[src/rtl/nano6502_pkg.sv]
// Shared nano6502 peripheral definitions: I/O bank numbers, timer register map and bit fields.
package nano6502_pkg;

    localparam logic [7:0] IO_BANK_TIMER = 8'h05;

    localparam logic [3:0] TMR_CTRL     = 4'h0;
    localparam logic [3:0] TMR_STATUS   = 4'h1;
    localparam logic [3:0] TMR_RELOAD_L = 4'h2;
    localparam logic [3:0] TMR_RELOAD_H = 4'h3;
    localparam logic [3:0] TMR_COUNT_L  = 4'h4;
    localparam logic [3:0] TMR_COUNT_H  = 4'h5;
    localparam logic [3:0] TMR_PSC      = 4'h6;

    localparam int unsigned CTRL_EN    = 0;
    localparam int unsigned CTRL_AUTO  = 1;
    localparam int unsigned CTRL_IE    = 2;
    localparam int unsigned STATUS_EXP = 0;

    // Field order makes bit 0 = EN, bit 1 = AUTO, bit 2 = IE.
    typedef struct packed {
        logic ie;
        logic auto_rl;
        logic en;
    } tmr_ctrl_t;

    function automatic logic [7:0] ctrl_to_byte(input tmr_ctrl_t c);
        return {5'b00000, c};
    endfunction

endpackage

[src/rtl/tick_divider.sv]
// Free-running base divider followed by a programmable prescaler that emits cnt_tick_o.
module tick_divider #(
    parameter int unsigned CLK_DIV = 27,
    parameter int unsigned DIV_W   = 16,
    parameter int unsigned PSC_W   = 8
) (
    input  logic             clk_i,
    input  logic             rst_n_i,
    input  logic             en_i,
    input  logic             clear_i,
    input  logic [PSC_W-1:0] psc_i,
    output logic             cnt_tick_o
);

    localparam logic [DIV_W-1:0] DivLast = DIV_W'(CLK_DIV - 1);

    logic [DIV_W-1:0] div_q, div_d;
    logic [PSC_W-1:0] psc_cnt_q, psc_cnt_d;
    logic [PSC_W-1:0] psc_act_q, psc_act_d;
    logic             base_tick;
    logic             psc_wrap;

    always_comb begin
        base_tick  = (div_q == DivLast);
        div_d      = base_tick ? '0 : div_q + 1'b1;
        psc_wrap   = (psc_cnt_q == psc_act_q);
        cnt_tick_o = en_i & base_tick & psc_wrap;

        psc_cnt_d = psc_cnt_q;
        psc_act_d = psc_act_q;
        // A new prescale value is only adopted at a wrap or restart so a running period is intact.
        if (clear_i) begin
            psc_cnt_d = '0;
            psc_act_d = psc_i;
        end else if (en_i && base_tick) begin
            if (psc_wrap) begin
                psc_cnt_d = '0;
                psc_act_d = psc_i;
            end else begin
                psc_cnt_d = psc_cnt_q + 1'b1;
            end
        end
    end

    always_ff @(posedge clk_i or negedge rst_n_i) begin
        if (!rst_n_i) begin
            div_q     <= '0;
            psc_cnt_q <= '0;
            psc_act_q <= '0;
        end else begin
            div_q     <= div_d;
            psc_cnt_q <= psc_cnt_d;
            psc_act_q <= psc_act_d;
        end
    end

endmodule

[src/rtl/interval_timer.sv]
// Programmable 16-bit countdown timer with auto-reload, snapshot read of COUNT_H and
// registered active-low interrupt.
module interval_timer
    import nano6502_pkg::*;
#(
    parameter int unsigned CLK_DIV = 27,
    parameter int unsigned DIV_W   = 16
) (
    input  logic       clk_i,
    input  logic       rst_n_i,
    input  logic       cs_i,
    input  logic       R_W_n,
    input  logic [3:0] addr_i,
    input  logic [3:0] addr_w_i,
    input  logic [7:0] data_i,
    output logic [7:0] data_o,
    output logic       irq_n_o
);

    tmr_ctrl_t   ctrl_q, ctrl_d;
    logic        exp_q, exp_d;
    logic [15:0] reload_q, reload_d;
    logic [15:0] count_q, count_d;
    logic [7:0]  psc_q, psc_d;
    logic [7:0]  snap_q, snap_d;
    logic        irq_n_q, irq_n_d;

    logic wr_en;
    logic rd_en;
    logic start;
    logic cnt_tick;
    logic expire;

    assign wr_en  = cs_i & ~R_W_n;
    assign rd_en  = cs_i & R_W_n;
    assign start  = wr_en && (addr_i == TMR_CTRL) && data_i[CTRL_EN] && !ctrl_q.en;
    assign expire = cnt_tick && (count_q == 16'h0000);

    tick_divider #(
        .CLK_DIV (CLK_DIV),
        .DIV_W   (DIV_W),
        .PSC_W   (8)
    ) u_tick_divider (
        .clk_i      (clk_i),
        .rst_n_i    (rst_n_i),
        .en_i       (ctrl_q.en),
        .clear_i    (start),
        .psc_i      (psc_q),
        .cnt_tick_o (cnt_tick)
    );

    always_comb begin
        ctrl_d   = ctrl_q;
        exp_d    = exp_q;
        reload_d = reload_q;
        count_d  = count_q;
        psc_d    = psc_q;
        snap_d   = snap_q;
        irq_n_d  = ~(exp_q & ctrl_q.ie);

        if (start) begin
            count_d = reload_q;
        end else if (cnt_tick) begin
            if (count_q == 16'h0000) begin
                if (ctrl_q.auto_rl) begin
                    count_d = reload_q;
                end else begin
                    ctrl_d.en = 1'b0;
                end
            end else begin
                count_d = count_q - 16'd1;
            end
        end

        // CPU writes come after the expiry update so a CTRL write wins for EN.
        if (wr_en) begin
            case (addr_i)
                TMR_CTRL:     ctrl_d = tmr_ctrl_t'(data_i[2:0]);
                TMR_STATUS:   if (data_i[STATUS_EXP]) exp_d = 1'b0;
                TMR_RELOAD_L: reload_d[7:0] = data_i;
                TMR_RELOAD_H: reload_d[15:8] = data_i;
                TMR_PSC:      psc_d = data_i;
                default:      ;
            endcase
        end

        if (expire) begin
            exp_d = 1'b1;
        end

        if (rd_en && (addr_w_i == TMR_COUNT_L)) begin
            snap_d = count_q[15:8];
        end
    end

    always_comb begin
        data_o = 8'h00;
        if (rd_en) begin
            case (addr_w_i)
                TMR_CTRL:     data_o = ctrl_to_byte(ctrl_q);
                TMR_STATUS:   data_o = {7'b0000000, exp_q};
                TMR_RELOAD_L: data_o = reload_q[7:0];
                TMR_RELOAD_H: data_o = reload_q[15:8];
                TMR_COUNT_L:  data_o = count_q[7:0];
                TMR_COUNT_H:  data_o = snap_q;
                TMR_PSC:      data_o = psc_q;
                default:      data_o = 8'h00;
            endcase
        end
    end

    always_ff @(posedge clk_i or negedge rst_n_i) begin
        if (!rst_n_i) begin
            ctrl_q   <= '0;
            exp_q    <= 1'b0;
            reload_q <= 16'hFFFF;
            count_q  <= 16'h0000;
            psc_q    <= 8'h00;
            snap_q   <= 8'h00;
            irq_n_q  <= 1'b1;
        end else begin
            ctrl_q   <= ctrl_d;
            exp_q    <= exp_d;
            reload_q <= reload_d;
            count_q  <= count_d;
            psc_q    <= psc_d;
            snap_q   <= snap_d;
            irq_n_q  <= irq_n_d;
        end
    end

    assign irq_n_o = irq_n_q;

endmodule
[config.mk]
export PLATFORM = sky130hd
export DESIGN_NAME = interval_timer
export DESIGN_NICKNAME = d
export VERILOG_FILES = /design/src/rtl/nano6502_pkg.sv /design/src/rtl/tick_divider.sv /design/src/rtl/interval_timer.sv
export SDC_FILE = /design/constraint.sdc
export NUM_CORES = 1
export LEC_CHECK = 0
export BUFFER_PORTS_ARGS = -buffer_cell sky130_fd_sc_hd__buf_4
export CORE_MARGIN = 5
export CORE_UTILIZATION = 30
export CTS_CLUSTER_DIAMETER = 30
export DETAILED_ROUTE_END_ITERATION = 8
export PLACE_DENSITY_LB_ADDON = 0.3
export SLEW_MARGIN = 20
export SYNTH_ARGS = -nofsm -noshare
export SYNTH_HDL_FRONTEND = slang
export SYNTH_HIERARCHICAL = 1
export SYNTH_SLANG_ARGS = --single-unit
[constraint.sdc]
create_clock -name clk_i -period 2.1 [get_ports clk_i]
set_input_delay 0.105 -clock clk_i [delete_from_list [all_inputs] [get_ports clk_i]]
set_output_delay 0.105 -clock clk_i [all_outputs]
set_load 0.01 [all_outputs]
==> results of run 1 <==
-- final cells by class --
type                            instances  area share
Clock inverter                          7      0.0195
Clock buffer                            9      0.0377
Tap cell                              188      0.0394
Inverter                                6     0.00377
Multi-Input combinational cell        330       0.422
Sequential cell                        85       0.360
Timing Repair Buffer                   88       0.117
-- report_power, final --
group	leakage, nW	internal [mW]	switching [mW]
clock network	0.167	1.08	0.747
logic	1.38	0.237	0.206
registers	1.00	1.86	0.208
total	2.55	3.17	1.16
-- registers in the layout, indices dropped and copies added, names as in the netlist --
register,flops
reload_q,16
ctrl_q,3
exp_q,1
u_tick_divider/psc_cnt_q,8
psc_q,8
u_tick_divider/psc_act_q,8
u_tick_divider/div_q,16
snap_q,8
irq_n_o,1
count_q,16
-- tightest hold or removal path, delay by kind of cell --
family	cells	cell delay, ps
buffers and inverters	1	110
and+or+nand+nor	1	50
AOI/OAI and AO/OA	1	60
-- through the flow --
step	area [um^2]	utilization
floorplan	4650	-
global placement	5430	0.358
detailed placement	5430	0.358
CTS	5890	0.389
global route	5970	0.394
finish	5970	0.394
-- per-layer routing --
metal  up-vias  GRT usage  wire, um
li1       1788          -         -
met1      1868      0.187      5380
met2        86      0.235      6150
met3        21     0.0281       594
met4         0     0.0452       235
met5         -          0         0
-- repair_timing --
item                                   in CTS  in global routing
hold buffers                                2                  0
cloned                                      1                  0
buffers inserted                            2                  0
setup endpoints to repair                  17                 17
endpoints found under the hold margin      30                  0
pin swaps                                   3                 11
gates resized for setup                    14                 20
-- cells in the final DEF, fill, tap and decap left out, drive strengths merged, types with 4 or more instances in the layout --
master  Yosys  layout
xnor2      10      10
a21oi       8       8
or4b        5       5
clkbuf      7       9
a31oi       7       7
nand2      49      49
a22oi      11      11
buf        10      86
inv         6      10
dfrtp      68      68
o211ai      5       5
nor4       12      12
dfstp      17      17
nand3      30      30
nor2       30      30
ha          5       5
xor2       17      17
nor3       13      13
mux2       43      43
nor3b       7       7
nand4       8       8
nand3b      6       6
o21ai      18      18
nor4b       4       4
mux2i       5       5
nand2b      4       4
and3        5       5
-- logic make-up after synthesis --
family | after synthesis
flip-flops | 85
adder cells (fa/ha/maj) | 5
buffers and inverters | 23
multiplexers | 48
AO/OA/AOI/OAI | 62
AND/OR/NAND/NOR | 187
XOR/XNOR | 27
-- worst paths after layout --
path,from,endpoint
worst max register to register,u_tick_divider/psc_act_q[7],count_q[14]
worst max-delay path,u_tick_divider/psc_act_q[7],count_q[14]
max in group asynchronous,rst_n_i,reload_q[10]
min in group asynchronous,rst_n_i,count_q[8]
worst min register to register,ctrl_q[2],irq_n_o
worst min-delay path,data_i[1],ctrl_q[1]
==> flow_summary_export.csv, run 1 <==
group,metric,value,unit
run_status,status,"finished, violations left",
run_status,violations,"setup timing",
floorplan,coreArea,0.0151,mm^2
grt,grt_pass1_wl,20.3,mm
timing,hold_viol_final,0,
grt,antenna_found_initial,0,
grt,grt.total_usage,0.142,
synthesis,syn-instance-count,437,
grt,grt_pass1_vias,3820,
final_layout,antennaDiodeCount,0,
timing,finalMaxSlewViolations,0,
placed_design,routabilityCongestion,0.865,
synthesis,synth_compound_area_frac,0.0962,
timing,slew-limit-headroom,0.635,
timing,min_period_over_period,1.03,
critical_path,crit_family,"simple AND/OR/NAND/NOR gates",
timing,tns,-155,ps
synthesis,synthArstFlopShare,1.00,
critical_path,crit_path_end_kind,"flop",
critical_path,max_stage_delay,420,ps
floorplan,initial_core_util,0.306,
placed_design,io_buffers,28,
timing,rsz0062_at_grt,"true",
power,total_power,4.33,mW
clock_tree,cts_sinks,85,
critical_path,r2r_slack,-50,ps
synthesis,synth_area_leader_cell,"dfrtp_1",
synthesis,syn_avg_cell_area,10.6,um^2
synthesis,synthFlopType,"dfrtp_1",
synthesis,synth_most_common_cell,"dfrtp_1",
timing,setup_slack,-54.9,ps
route,wire_per_inst,17.3,um
clock_tree,cts_tree,"done",
synthesis,synthesis.nets,462,
critical_path,cp.depth,8,
hold_path,min_path_type,"primary input to flop",
route,drc,0,
route,first_iter_violations,250,
critical_path,crit_fanout,7,
clock_tree,cts_buffers,9,
critical_path,critPathBufInv,1,
synthesis,ys_types,65,
synthesis,yosysTopAreaCellShare,0.367,
synthesis,synth-xor-area-share,0.0511,
critical_path,worst_setup_path_start_kind,"flop",
synthesis,ys_top_cells_by_area,"dfrtp_1, dfstp_2, mux2_2, nand2_1, nand3_1",
synthesis,ys_top_cells_by_count,"dfrtp_1, nand2_1, mux2_2",
synthesis,synth_edf_count,0,
synthesis,syn_area,0.00463,mm^2
timing,finalClockSkew,8.90,ps
floorplan,die_x,134,um
power,pwr_density_cell,726,mW/mm^2
placed_design,hpwlAfterDp,9.11,mm
synthesis,synth_seq_cells,85,
clock_tree,cts_max_level,3,
synthesis,synth_top_family_by_area,"simple AND/OR/NAND/NOR gates",
synthesis,synth_adder_area_share,0.0135,
power,worst_ir_drop_vdd,0.000482,V
grt,overflow,0,
final_layout,fin_cells,713,
placed_design,place_ws,-262,ps
placed_design,dp.cells,692,
route,avgViaCountPerCell,5.28,
route,via_count,3763,
job,cap_violations,0,
clock_tree,clk_pin_slew,70,ps
synthesis,yosys_warnings,6,
grt,grt_max_degree,41,
critical_path,slowest_stage,"nor4_2",
critical_path,cpMostUsedCell,"nor4_2",
power,p_leak,2.55,nW
clock_tree,cts_buffer_depth,2,
timing,fmax,464,MHz
route,wirelength,12.4,mm
hold_path,holdPathStages,3,
floorplan,die_area,0.0180,mm^2
final_layout,regArea,0.00215,mm^2
final_layout,drive_above_1_share,0.379,
final_layout,fillers,1453,
synthesis,synthMuxAreaShare,0.115,
timing,min_period,2150,ps
final_layout,nets,545,
synthesis,ys_seq_area_frac,0.464,
critical_path,cp.arrival,2380,ps
critical_path,crit_type,"flop to flop",
timing,whs,5.85,ps
synthesis,synthSimpleGateAreaFrac,0.235,
timing,finalSetupViolCount,3,
route,final_antenna_net_count,0,
floorplan,core.rowCount,45,
critical_path,worstPathRequired,2330,ps
route,firstDrtPassIters,5,
floorplan,io_pins,29,
clock_tree,cts_root_buf,"clkbuf_16",
timing,tightest_slew,543,ps
final_layout,area.growth.synth_to_final,28.8,%
floorplan,die_y,134,um
critical_path,rr_worst_depth,8,
critical_path,path_cells,"xor2_1 > nor4_2 > and4_1 > buf_6 > nand4_1 > nor4_2 > xnor2_1 > o21ai_1",
clock_tree,clk_latency,350,ps
final_layout,multi_input_area,0.00252,mm^2
Note: power is estimated with default switching activity, not from simulation.
==> run 2, diff against run 1 <==
--- a/config.mk
+++ b/config.mk
@@ -5,6 +5,7 @@
 export SDC_FILE = /design/constraint.sdc
 export NUM_CORES = 1
 export LEC_CHECK = 0
+export ABC_AREA = 1
 export BUFFER_PORTS_ARGS = -buffer_cell sky130_fd_sc_hd__buf_4
 export CORE_MARGIN = 5
 export CORE_UTILIZATION = 30
==> flow_summary_export.csv, run 2 <==
group,metric,value,unit
route,wirelength,12.5,mm
final_layout,nets,724,
final_layout,fillers,1709,
placed_design,io_buffers,28,
power,worst_ir_drop_vdd,0.000465,V
clock_tree,clk_pin_slew,60,ps
synthesis,syn-instance-count,661,
synthesis,yosys_warnings,6,
floorplan,die_y,137,um
final_layout,drive_above_1_share,0.131,
synthesis,ys_top_cells_by_area,"dfrtp_1, nand2_1, dfstp_2, inv_1, nand3_1",
synthesis,synth_area_leader_cell,"dfrtp_1",
grt,antenna_found_initial,0,
timing,finalMaxSlewViolations,0,
final_layout,final_util,0.355,
floorplan,die_area,0.0187,mm^2
final_layout,final_cell_mix,"nand2_1, inv_1, dfrtp_1",
critical_path,crit_fanout,23,
synthesis,ys_top_cells_by_count,"nand2_1, inv_1, dfrtp_1",
synthesis,synthesis.nets,686,
timing,slew-limit-headroom,0.620,
final_layout,multi_input_area,0.00228,mm^2
placed_design,place_ws,153,ps
clock_tree,cts_max_level,3,
critical_path,crit_path_end_kind,"flop",
timing,min_period_over_period,0.873,
route,final_antenna_net_count,0,
route,highest_layer,"met4",
route,wl_met1,6.06,mm
synthesis,syn_area,0.00482,mm^2
grt,grt.total_usage,0.141,
floorplan,core.rowCount,46,
timing,tightest_slew,568,ps
synthesis,synth_edf_count,0,
timing,tns,0,ps
power,p_leak,2.79,nW
route,wire_per_inst,13.5,um
synthesis,yosysTopAreaCellShare,0.353,
timing,fmax,545,MHz
clock_tree,cts_sinks,85,
synthesis,synth_seq_cells,85,
grt,overflow,0,
floorplan,initial_core_util,0.305,
clock_tree,cts_buffers,9,
clock_tree,clk_latency,340,ps
timing,hold_viol_final,0,
grt,grt_pass1_vias,4064,
synthesis,synthFlopType,"dfrtp_1",
power,pwr_density_cell,849,mW/mm^2
timing,finalClockSkew,4.42,ps
clock_tree,post-cts-setup-buffer-count,0,
final_layout,final_common_cell,"nand2_1",
placed_design,routabilityCongestion,0.832,
floorplan,die_x,137,um
placed_design,hpwlAfterDp,9.51,mm
grt,grt_pass1_wl,20.8,mm
synthesis,syn_avg_cell_area,7.30,um^2
clock_tree,cts_root_buf,"clkbuf_16",
clock_tree,cts_buffer_depth,2,
route,avgViaCountPerCell,4.50,
final_layout,area.growth.synth_to_final,16.4,%
route,via_count,4139,
route,wl_met2,5.65,mm
synthesis,ys_types,35,
clock_tree,cts_tree,"done",
hold_path,min_path_type,"primary input to flop",
timing,rsz0062_at_grt,"false",
critical_path,cp.arrival,2060,ps
critical_path,crit_type,"flop to flop",
timing,setup_slack,266,ps
critical_path,worst_setup_path_start_kind,"flop",
route,firstDrtPassIters,7,
timing,finalSetupViolCount,0,
route,first_iter_violations,322,
route,drc,0,
critical_path,worstPathRequired,2330,ps
synthesis,synthArstFlopShare,1.00,
synthesis,synth_most_common_cell,"nand2_1",
floorplan,io_pins,29,
floorplan,coreArea,0.0158,mm^2
final_layout,reg_top3,"count_q (16), reload_q (16), u_tick_divider/div_q (16)",
run_status,status,"completed",
route,route.met3.wl,530,um
final_layout,regArea,0.00215,mm^2
job,cap_violations,0,
grt,grt_max_degree,47,
final_layout,antennaDiodeCount,0,
synthesis,ys_seq_area_frac,0.445,
timing,min_period,1830,ps
-- run 2: worst paths after layout --
kind / slack (ps) / cells past startpoint / to / start
max: 270 / 11 / count_q[9] / count_q[0]
min: 6 / 3 / ctrl_q[1] / data_i[1]
max reg2reg: 270 / 11 / count_q[9] / count_q[0]
min reg2reg: 450 / 1 / irq_n_o / exp_q
max in group asynchronous: 1320 / 3 / reload_q[5] / rst_n_i
min in group asynchronous: 120 / 2 / u_tick_divider/div_q[4] / rst_n_i
-- run 2: report_power, final --
part | switching [mW] | internal [mW]
Sequential | 0.250 | 1.92
Combinational | 0.603 | 0.357
Clock | 0.650 | 0.988
Total | 1.50 | 3.27
-- run 2: cells by family (layout without fill, tap and decap cells) --
group                    Yosys count  after routing  share of synthesized area
AND/OR/NAND/NOR                  397            397                      0.350
buffers and inverters             93            136                     0.0822
flip-flops                        85             85                      0.445
AO/OA/AOI/OAI                     57             57                     0.0649
XOR/XNOR                          23             23                     0.0418
adder cells (fa/ha/maj)            5              5                     0.0130
multiplexers                       1              1                    0.00233
-- run 2: layout make-up --
type | count | area share
Multi-Input combinational cell | 483 | 0.407
Sequential cell | 85 | 0.383
Inverter | 84 | 0.0571
Timing Repair Buffer | 36 | 0.0508
Tap cell | 216 | 0.0481
Clock buffer | 13 | 0.0464
Clock inverter | 3 | 0.00802
-- run 2: metal layers --
layer,global-route usage,vias up
li1,-,2156
met1,0.195,1899
met2,0.225,70
met3,0.0217,14
met4,0.0516,0
met5,0,-
-- run 2: critical path: stages (launching register included) --
cell and delay (ps):
dfrtp_1 410, inv_1 110, ha_1 190, nand3_1 80, nor2_1 170, nand2_2 130
nand2_4 240, inv_2 150, nand2_1 90, nand2_1 50, nand2_1 60, nand2_1 50
-- run 2: what timing repair did --
action                     4_1_cts  5_1_grt
resized for setup                0        1
setup endpoints to repair        0       16
hold endpoints to repair        68        0
hold buffers                     1        0
-- run 2: per-stage QoR --
step	instance area, um^2	hold slack, ps	total power, mW	cells
3_5_place_dp	5290	-66.7	3.15	903
5_1_grt	5610	40.3	5.04	920
6_report	5610	6.26	4.77	920
2_1_floorplan	4820	-191	2.78	661
3_3_place_gp	5290	-66.0	3.14	903
4_1_cts	5610	7.05	4.81	920
==> run 3, diff against run 2 <==
--- a/config.mk
+++ b/config.mk
@@ -12,6 +12,7 @@
 export CTS_CLUSTER_DIAMETER = 30
 export DETAILED_ROUTE_END_ITERATION = 8
 export PLACE_DENSITY_LB_ADDON = 0.3
+export RECOVER_POWER = 100
 export SLEW_MARGIN = 20
 export SYNTH_ARGS = -nofsm -noshare
 export SYNTH_HDL_FRONTEND = slang
==> flow_summary_export.csv, run 3 (synthesis results as in run 2) <==
group,metric,value,unit
power,worst_ir_drop_vdd,0.000464,V
placed_design,place_ws,153,ps
route,wirelength,12.5,mm
route,drc,0,
floorplan,die_area,0.0187,mm^2
run_status,status,"completed",
placed_design,io_buffers,28,
timing,min_period,1900,ps
route,avgViaCountPerCell,4.47,
critical_path,crit_type,"flop to flop",
placed_design,hpwlAfterDp,9.51,mm
timing,hold_viol_final,0,
critical_path,reg2reg_to,"count_q[8]",
final_layout,reg_top3,"count_q (16), reload_q (16), u_tick_divider/div_q (16)",
final_layout,final_common_cell,"nand2_1",
critical_path,endpoint,"count_q[8]",
timing,tightest_slew,801,ps
final_layout,design_area,0.00554,mm^2
final_layout,final_cell_mix,"nand2_1, inv_1, dfrtp_1",
route,firstDrtPassIters,6,
final_layout,antennaDiodeCount,0,
route,first_iter_violations,342,
critical_path,worstPathRequired,2320,ps
critical_path,crit_fanout,23,
route,final_antenna_net_count,0,
clock_tree,cts_buffer_depth,2,
hold_path,worst_hold_startpoint,"data_i[1]",
critical_path,cp.arrival,2120,ps
grt,grt_pass1_vias,4064,
final_layout,area.growth.synth_to_final,14.9,%
clock_tree,cts_buffers,9,
timing,whs,6.57,ps
critical_path,crit_path_end_kind,"flop",
timing,fmax,526,MHz
grt,grt_max_degree,47,
clock_tree,cts_root_buf,"clkbuf_16",
power,pwr_density_cell,858,mW/mm^2
timing,slew-limit-headroom,0.466,
placed_design,placed_area,0.00529,mm^2
grt,grt.total_usage,0.141,
route,wire_per_inst,13.5,um
critical_path,worst_setup_path_start_kind,"flop",
final_layout,fin_cells,920,
critical_path,cp-startpoint,"count_q[0]",
clock_tree,cts_sinks,85,
critical_path,r2r_slack,200,ps
timing,finalSetupViolCount,0,
grt,antenna_found_initial,0,
critical_path,rr_worst_depth,11,
timing,finalClockSkew,3.97,ps
critical_path,worstReg2RegStart,"count_q[0]",
power,total_power,4.75,mW
final_layout,drive_above_1_share,0.107,
floorplan,coreArea,0.0158,mm^2
timing,min_period_over_period,0.906,
floorplan,die_y,137,um
timing,tns,0,ps
power,p_leak,2.73,nW
route,via_count,4116,
floorplan,die_x,137,um
floorplan,core.rowCount,46,
floorplan,io_pins,29,
clock_tree,clk_latency,340,ps
job,cap_violations,0,
grt,grt_pass1_wl,20.8,mm
clock_tree,cts_tree,"done",
clock_tree,clk_pin_slew,60,ps
timing,finalMaxSlewViolations,0,
grt,overflow,0,
hold_path,min_path_type,"primary input to flop",
timing,rsz0062_at_grt,"false",
final_layout,final_util,0.350,
clock_tree,cts_max_level,3,
final_layout,nets,724,
timing,setup_slack,198,ps
floorplan,initial_core_util,0.305,
placed_design,dp.cells,903,
placed_design,routabilityCongestion,0.832,
-- run 3: worst min-delay path by stage --
stage,to,slack (ps),depth (start not counted)
3_5_place_dp,u_tick_divider/div_q[4],-70,1
4_1_cts,ctrl_q[1],7,3
6_report,ctrl_q[1],7,3
3_3_place_gp,u_tick_divider/div_q[4],-70,1
5_1_grt,ctrl_q[1],40,3
2_1_floorplan,count_q[0],-190,0
-- run 3: power breakdown --
group / internal (mW) / total (mW) / leakage (nW) / switching, mW
Clock: 0.988 / 1.64 / 0.142 / 0.647
Sequential: 1.92 / 2.17 / 1.05 / 0.252
Combinational: 0.346 / 0.946 / 1.54 / 0.600
-- run 3: cell type report --
type,count,area [um^2]
multi-input combinational,483,2270
inverter,84,318
tap,216,270
clock buffer,13,260
sequential,85,2150
timing repair buffer,36,234
clock inverter,3,45.0
fill,1726,10300
-- run 3: what timing repair did --
item	CTS	global route
endpoints found under the hold margin	68	0
buffers inserted	0	0
resized for setup	0	1
hold buffers	1	0
endpoints found under the setup margin	0	16
-- run 3: per-layer routing --
layer / part of all wire / GRT usage
met3: 0.039 / 0.0217
met2: 0.45 / 0.225
met4: 0.017 / 0.0516
met1: 0.49 / 0.195
met5: 0 / 0
-- run 3: worst max-delay path: stages (launching register included) --
cell and delay, ps:
dfrtp_1 410, inv_1 110, ha_1 200, nand3_1 80
nor2_1 140, nand2_1 180, nand2_4 270, inv_2 150
nand2_1 80, nand2_1 40, nand2_1 50, nand2_1 60
